===== config.mk =====
export PLATFORM = sky130hd
export DESIGN_NAME = rs_cmd_arbiter
export DESIGN_NICKNAME = d
export VERILOG_FILES = /design/src/rtl/rs_ctrl_pkg.sv /design/src/rtl/rs_rr_arb.sv /design/src/rtl/rs_cmd_arbiter.sv
export SDC_FILE = /design/constraint.sdc
export NUM_CORES = 1
export LEC_CHECK = 0
export BUFFER_PORTS_ARGS = -buffer_cell sky130_fd_sc_hd__buf_2
export CAP_MARGIN = 25
export CORE_UTILIZATION = 45
export CTS_BUF_LIST = sky130_fd_sc_hd__clkbuf_16
export DETAILED_ROUTE_END_ITERATION = 12
export PLACE_DENSITY = 0.73
export SLEW_MARGIN = 20
export SYNTH_ARGS = -nofsm -noshare
export SYNTH_HDL_FRONTEND = slang
export SYNTH_SLANG_ARGS = --single-unit

===== constraint.sdc =====
create_clock -name CLOCK_50 -period 2.2 [get_ports CLOCK_50]
set_clock_uncertainty 0.15 [all_clocks]
set_input_delay 0.11 -clock CLOCK_50 [delete_from_list [all_inputs] [get_ports CLOCK_50]]
set_output_delay 0.11 -clock CLOCK_50 [all_outputs]
set_load 0.01 [all_outputs]

===== src/rtl/rs_ctrl_pkg.sv =====
// rtl/rs_ctrl_pkg.sv - opcodes, FSM encodings and response helpers for the rs bank controller
// Contents: op_t with OP_READ/OP_SET/OP_CLR/OP_TOG; ST_IDLE/ST_DRIVE/ST_HOLD/ST_RESP;
//           RSP_OK/RSP_FAULT; expected_q() which gives the q a command should leave behind.
package rs_ctrl_pkg;

    typedef logic [1:0] op_t;

    localparam op_t OP_READ = 2'b00;
    localparam op_t OP_SET  = 2'b01;
    localparam op_t OP_CLR  = 2'b10;
    localparam op_t OP_TOG  = 2'b11;

    localparam logic [1:0] ST_IDLE  = 2'd0;
    localparam logic [1:0] ST_DRIVE = 2'd1;
    localparam logic [1:0] ST_HOLD  = 2'd2;
    localparam logic [1:0] ST_RESP  = 2'd3;

    // rsp_err: FAULT means the index was out of range or q did not read back as expected
    localparam logic RSP_OK    = 1'b0;
    localparam logic RSP_FAULT = 1'b1;

    // q value the flip-flop must show after the command, given q at accept time
    function automatic logic expected_q(input op_t op, input logic q);
        case (op)
            OP_SET:  return 1'b1;
            OP_CLR:  return 1'b0;
            OP_TOG:  return ~q;
            default: return q;
        endcase
    endfunction

endpackage


===== src/rtl/rs_rr_arb.sv =====
// rtl/rs_rr_arb.sv - 2-way round-robin grant
// Ports: valid0/valid1 request valids, last_served id of the last accepted requester,
//        grant one-hot (or zero) grant vector, combinational.
module rs_rr_arb (
    input  logic       valid0,
    input  logic       valid1,
    input  logic       last_served,
    output logic [1:0] grant
);

    // On contention the requester that was not served last wins
    assign grant[0] = valid0 & (~valid1 | last_served);
    assign grant[1] = valid1 & (~valid0 | ~last_served);

endmodule


===== src/rtl/rs_cmd_arbiter.sv =====
// rtl/rs_cmd_arbiter.sv - two-requester command arbiter driving a bank of clocked RS flip-flops
// Ports: CLOCK_50 clock, rst async active-high reset;
//        reqN_valid/idx/op/ready command handshake for requesters 0 and 1;
//        ff_s/ff_r registered s/r pulses to the bank, ff_q bank outputs;
//        rsp_valid/rsp_id/rsp_q/rsp_err one-cycle response.
module rs_cmd_arbiter
    import rs_ctrl_pkg::*;
#(
    parameter int N_FF       = 8,
    parameter int IDX_W      = 3,
    parameter int SETTLE_CYC = 1
) (
    input  logic             CLOCK_50,
    input  logic             rst,
    input  logic             req0_valid,
    input  logic [IDX_W-1:0] req0_idx,
    input  logic [1:0]       req0_op,
    output logic             req0_ready,
    input  logic             req1_valid,
    input  logic [IDX_W-1:0] req1_idx,
    input  logic [1:0]       req1_op,
    output logic             req1_ready,
    output logic [N_FF-1:0]  ff_s,
    output logic [N_FF-1:0]  ff_r,
    input  logic [N_FF-1:0]  ff_q,
    output logic             rsp_valid,
    output logic             rsp_id,
    output logic             rsp_q,
    output logic             rsp_err
);

    localparam int CNT_W = (SETTLE_CYC > 1) ? $clog2(SETTLE_CYC) : 1;

    logic [1:0]       state;
    logic [IDX_W-1:0] idx_q;
    logic             id_q;
    logic             exp_q;
    logic             oor_q;
    logic             last_served;
    logic [CNT_W-1:0] cnt;

    logic [1:0]       grant;
    logic             sel_id;
    logic [IDX_W-1:0] sel_idx;
    op_t              sel_op;
    logic             sel_in_range;
    logic             sel_exp;
    logic [N_FF-1:0]  sel_shift;
    logic [N_FF-1:0]  cur_shift;
    logic [N_FF-1:0]  sel_onehot;
    logic             accept;

    rs_rr_arb u_arb (
        .valid0      (req0_valid),
        .valid1      (req1_valid),
        .last_served (last_served),
        .grant       (grant)
    );

    assign req0_ready = (state == ST_IDLE) & grant[0];
    assign req1_ready = (state == ST_IDLE) & grant[1];
    assign accept     = req0_ready | req1_ready;

    assign sel_id       = grant[1];
    assign sel_idx      = sel_id ? req1_idx : req0_idx;
    assign sel_op       = sel_id ? req1_op  : req0_op;
    assign sel_in_range = {{(32-IDX_W){1'b0}}, sel_idx} < 32'(N_FF);

    // Shifting right reads q[idx] and naturally yields 0 for an out-of-range index
    assign sel_shift  = ff_q >> sel_idx;
    assign cur_shift  = ff_q >> idx_q;
    assign sel_exp    = expected_q(sel_op, sel_shift[0]);
    assign sel_onehot = N_FF'(1) << sel_idx;

    always_ff @(posedge CLOCK_50 or posedge rst) begin
        if (rst) begin
            state       <= ST_IDLE;
            idx_q       <= '0;
            id_q        <= 1'b0;
            exp_q       <= 1'b0;
            oor_q       <= 1'b0;
            last_served <= 1'b1;
            cnt         <= '0;
            ff_s        <= '0;
            ff_r        <= '0;
            rsp_valid   <= 1'b0;
            rsp_id      <= 1'b0;
            rsp_q       <= 1'b0;
            rsp_err     <= RSP_OK;
        end else begin
            case (state)
                ST_IDLE: begin
                    if (accept) begin
                        idx_q       <= sel_idx;
                        id_q        <= sel_id;
                        last_served <= sel_id;
                        exp_q       <= sel_exp;
                        oor_q       <= ~sel_in_range;
                        cnt         <= '0;
                        if (sel_op == OP_READ || !sel_in_range) begin
                            state <= ST_HOLD;
                        end else begin
                            // A toggle resolves here into a plain set or clear
                            state <= ST_DRIVE;
                            if (sel_exp) ff_s <= sel_onehot;
                            else         ff_r <= sel_onehot;
                        end
                    end
                end
                ST_DRIVE: begin
                    if (cnt == CNT_W'(SETTLE_CYC - 1)) begin
                        state <= ST_HOLD;
                        ff_s  <= '0;
                        ff_r  <= '0;
                    end else begin
                        cnt <= cnt + 1'b1;
                    end
                end
                ST_HOLD: begin
                    rsp_valid <= 1'b1;
                    rsp_id    <= id_q;
                    rsp_q     <= cur_shift[0];
                    rsp_err   <= (oor_q || (cur_shift[0] != exp_q)) ? RSP_FAULT : RSP_OK;
                    state     <= ST_RESP;
                end
                default: begin
                    rsp_valid <= 1'b0;
                    state     <= ST_IDLE;
                end
            endcase
        end
    end

endmodule


Word level (Yosys, flattened, before mapping). Index checks and enable logic that the tools add are counted.

Input port bits: 22. Memories: 0. Bits in read-only memories: 0. Register bits: 29. Bits in writable memories: 0. Bits in latches: 0. Word-level logic and storage cells: 68.

Equal/unequal tests: 11. Order comparisons: 0. Bitwise gates (word level): 11. Div/mod/pow operators: 0. Reduce and logical (&&, ||, !) cells: 9. Mux-type cells: 21. Shift-type cells: 3. Add/sub/neg operators: 1. Multipliers: 0.

Operators with widths (count): 2-to-1 mux 8 bit (7); one-hot mux 8 bit (2 select lines) (2); right shift 8 x 3 -> 1 bit (2); inequality test 2 bit, second input constant (5); AND reduction 5 bit (2); 2-to-1 mux 2 bit (4); left shift 1 x 3 -> 8 bit, first input constant (1); == test 2 bit, second input constant (3); one-hot mux 2 bit (3 select lines) (1); AND reduction 2 bit (3); bitwise AND 1 bit (4); == test 2 x 1 -> 1 bit, second input constant (2); logical NOT 2 bit (2); NOT 1 bit (4); one-hot mux 1 bit (2 select lines) (2); 2-to-1 mux 1 bit (3); 2-to-1 mux 3 bit (1); bitwise OR 1 bit (3); one-hot mux 1 bit (3 select lines) (1); nonzero test 2 bit (1); OR reduction 2 bit (1); adder 1 bit, second input constant (1); inequality test 1 bit (1).

Logic depth before layout (Yosys ltp).
Depth after elaboration: 11. Gate-level depth with buffers: 9. Mapped depth without buffers: 7.

Hierarchy. Synthesis repeated with hierarchy kept, for this count alone.

Cell total of the unflattened synthesis: 157. Area total of the unflattened synthesis: 1631.6 µm².

By module, submodules not included: rs_cmd_arbiter (cells an instance 154, sequential area each 701.9 µm², instances 1, area an instance 1612.8 µm²); rs_rr_arb (cells an instance 3, sequential area each 0.0 µm², instances 1, area an instance 18.8 µm²).

Worst setup path after synthesis. OpenSTA, ideal clock, no wires.

Kind: register -> register. From: register last_served. To: register ff_r[0]. Stages on the path, launching flop included: 7. Path slack: -0.124 ns. Library setup time: 0.079 ns. Arrival: 2.095 ns. Clock period less this slack: 2.324 ns. Path through: dfstp_2 > a21boi_4 > mux2_4 > a221oi_1 > o22a_2 > mux2i_4 > mux2i_1.

Word-level cells in the longest chain between the ends: 9. Elaborated cells on any way between the ends: 26. Classes of those cells: 6 x eq/ne; 2 x shift; 7 x mux; 9 x bitwise; 2 x reduce/logical.

Ends and longest elaborated chain: start: declaration (RTL line rs_cmd_arbiter.sv:39) `logic last_served;`; start signal: assignment (RTL line rs_cmd_arbiter.sv:96) `last_served <= sel_id;`; NOT 1 bit (RTL line rs_rr_arb.sv:13) `assign grant[1] = valid1 & (~valid0 | ~last_served);`; bitwise OR 1 bit (RTL line rs_rr_arb.sv:13); bitwise AND 1 bit (RTL line rs_rr_arb.sv:13); 2-to-1 mux 3 bit (RTL line rs_cmd_arbiter.sv:65) `assign sel_idx = sel_id ? req1_idx : req0_idx;`; right shift 8 x 3 -> 1 bit / left shift 1 x 3 -> 8 bit (equally long branches) (RTL line rs_cmd_arbiter.sv:70, rs_cmd_arbiter.sv:73); NOT 1 bit / 2-to-1 mux 8 bit (equally long branches) (RTL line rs_ctrl_pkg.sv:27, rs_cmd_arbiter.sv:105); one-hot mux 1 bit (3 select lines) / 2-to-1 mux 8 bit (equally long branches) (RTL line rs_ctrl_pkg.sv:24, rs_cmd_arbiter.sv:100); inequality test 2 bit (no source line) / 2-to-1 mux 8 bit (equally long branches); AND reduction 5 bit (no source line) / one-hot mux 8 bit (2 select lines) (equally long branches); end signal: assignment (RTL line rs_cmd_arbiter.sv:106) `else ff_r <= sel_onehot;`; end: declaration (RTL line rs_cmd_arbiter.sv:24) `output logic [N_FF-1:0] ff_r,`.

Parallel ways exist; a longest one is shown, timed or not. The select of a mux whose other input is x is not followed. A chain may end at the register's enable or synchronous reset.

Worst setup path in the final report.
From: register last_served. To: register ff_r[6].

The elaborated chain is that of the path after synthesis.

==> impl_metrics.tcl <==
set metrics [dict create \
    start_util 0.4832 \
    p_comb_frac 0.507 \
    crit_fanout 5 \
    cp-startpoint "last_served" \
    layout-drive-gt1-share 0.3972 \
    dp_hpwl_mm 2.970 \
    dr.pass1.iters 4 \
    slew_headroom 0.7647 \
    violations "negative setup slack" \
    syn_inst 155 \
    grt_max_degree 29 \
    worstHoldStart "req0_valid" \
    ant_nets 0 \
    fin_nets 241 \
    grt_pass1_wl_mm 6.589 \
    cts_tree "yes" \
    place_inst 253 \
    power.clock.fraction 0.155 \
    yosysWarnings 0 \
    cts.reportedPaths.clkPinSlew_ns 0.07 \
    async_flop_share 1.000 \
    syn_nets 181 \
    pin_count 44 \
    required_ns 2.23 \
    ys_seq_area_frac 0.4253 \
    placementRows 21 \
    fin_util 0.6396 \
    yosysTopAreaCellShare 0.4094 \
    rsz0062_at_grt "true" \
    drc_errors 0 \
    cp-start-kind "flop" \
    finalWorstSetupSlack_ns -0.08937 \
    timing_worst_slew_pin_value_ns 0.3530 \
    setup_viol 17 \
    finalCritPeriodShare 1.041 \
    h-tree-depth 1 \
    slew_violations 0 \
    critPathKind "flop to flop" \
    nFillCells 271 \
    gp_congestion 0.9492 \
    p_sw_w 0.0009848 \
    cp_slowest_cell "dfstp_2" \
    pwr-share-seq 0.338 \
    yosysTopAreaCell "dfrtp_1" \
    synth_edf_count 0 \
    clk_latency_ns 0.26 \
    avgSynthCellArea_sq_um 10.65 \
    viasPerCell 5.377 \
    hold_viol_final 0 \
    syn2layout_area_growth_pct 32.37 \
    r2r_slack_ns -0.09 \
    cp_data_arrival_time_ns 2.32 \
    grt_pass1_vias 1398 \
    leakage_nw 1.040 \
    layout_commonest_cell "buf_2" \
    synth_area_sq_um 1650 \
    synthTopCellsByArea "dfrtp_1 41%, mux2i_1 13%, nand2_1 7.3%" \
    antenna_found_initial 0 \
    p_per_area_nw_per_um2 1209 \
    ys_types 36 \
    avgRoutedWirePerCell_um 14.70 \
    swShare 0.3729 \
    fin_setup_tns_ns -1.078 \
    vias 1398 \
    hold_slack_ns 0.03365 \
    layout_common_cells "43 x buf_2, 32 x nand2_1, 27 x dfrtp_1" \
    diodes 0 \
    port_buffers 43 \
    min_period_ns 2.289 \
    die_y_um 62.56 \
    critPathMaxStageDelay_ns 0.55 \
    first_iter_violations 38 \
    grt_overflow 0 \
    die_w_um 62.56 \
    peakVddDrop_v 0.0005252 \
    die_area_sq_um 3914 \
    synth-main-ff-cell "dfrtp_1" \
    r2r_end "ff_r[6]" \
    status "finished with violations" \
    numCtsBuffers 3 \
    stdcell_count 260 \
    worstPathCellList "a21boi_4 -> mux2_4 -> a221oi_2 -> o22a_2 -> mux2i_4 -> buf_4 -> mux2i_1" \
    min_path_type "input port to flop" \
    coreArea_sq_um 3416 \
    reg2reg_depth 7 \
    cts.sinks 28 \
    track_usage 0.2123 \
    fmax_ghz 0.4368 \
    ys_ff_latch 28 \
    critPathCaptureType "flop" \
    wirelength_mm 3.823 \
    cts_root_buf "clkbuf_16" \
    crit_end "ff_r[6]" \
    cap_violations 0 \
    clk_path_buf_depth 2 \
    r2r-start "last_served" \
    place_ws_ns -0.1790 \
    intPower_w 0.001656 \
]
[power by group through the flow]
stage	registers, W	clock network (W)	logic (W)
after floorplan	0.000959	0	0.000772
after global placement	0.000888	0	0.00123
after detailed placement	0.000902	0	0.00128
after CTS	0.000896	0.000417	0.00132
after global routing	0.000926	0.000442	0.00147
final	0.000892	0.000409	0.00134
[layout make-up]
cell class              count  area, sq um  area share
clock buffers               3        75.07     0.03436
inverters                   6        22.52     0.01031
repair buffers             61        372.9      0.1707
clock inverters             1        3.754    0.001718
flip-flops and latches     28        701.9      0.3213
multi-input cells         115        950.9      0.4353
well taps                  46        57.56     0.02635
[critical path, delay by kind of cell (launching register included)]
| kind | cells | cell delay (ns) |
|---|---|---|
| DFF | 1 | 0.55 |
| muxes | 3 | 0.79 |
| AOI/OAI and AO/OA | 3 | 0.56 |
| buffers and inverters | 1 | 0.16 |
[flip-flops by register name (all words and copies together) (netlist names)]
register and count:
state 2, idx_q 3, rsp_valid 1, ff_r 8
id_q 1, last_served 1, exp_q 1, rsp_id 1
rsp_err 1, rsp_q 1, ff_s 8
[what timing repair did]
item | CTS | global route
resized for setup | 7 | 5
hold endpoints to repair | 27 | 0
pin swaps | 2 | 1
endpoints found under the setup margin | 17 | 17
hold buffers | 1 | 0
setup buffers | 2 | 1
[worst min path at each step]
stage,endpoint,slack [ns],cells past startpoint
final,last_served,0.03,3
after global routing,last_served,0.04,3
after CTS,last_served,0.03,3
after detailed placement,state[0],0.04,3
after global placement,state[0],0.03,3
after floorplan,exp_q,0.02,1
[synth_stat cells (2+ instances only)]
| cell type | n |
|---|---|
| nand2_1 | 32 |
| nand2b_1 | 2 |
| mux2i_4 | 2 |
| ha_1 | 4 |
| mux2_2 | 3 |
| inv_1 | 6 |
| a32o_1 | 2 |
| mux2i_1 | 22 |
| a21oi_1 | 3 |
| and2_1 | 2 |
| mux4_2 | 2 |
| mux2_4 | 2 |
| mux2_1 | 4 |
| a21boi_0 | 2 |
| o21ai_1 | 4 |
| nor2b_1 | 3 |
| nor2_1 | 11 |
| clkbuf_1 | 4 |
| buf_6 | 2 |
| dfrtp_1 | 27 |
[routing by layer]
metal	vias to the layer above	share of wire	global-route usage
li1	668	-	-
met1	694	0.44	0.2764
met2	32	0.52	0.3709
met3	4	0.035	0.03467
met4	0	0.0073	0.04360
met5	-	0	0
[metrics by stage]
step / instance area [sq um] / power (W)
after floorplan: 1657 / 0.001731
after global placement: 2017 / 0.002116
after detailed placement: 2017 / 0.002178
after CTS: 2150 / 0.002633
after global routing: 2185 / 0.002840
final: 2185 / 0.002641
[cells by family (layout without fill, tap and decap cells)]
family	Yosys count	in the layout	synth area share
simple gates	51	51	0.1274
mux	35	35	0.2540
flops	28	28	0.4253
compound gates	24	24	0.1213
buf+inv	12	71	0.03639
fa+ha+maj	4	4	0.03033
xor+xnor	1	1	0.005308
(Power assumes the default switching activity.)
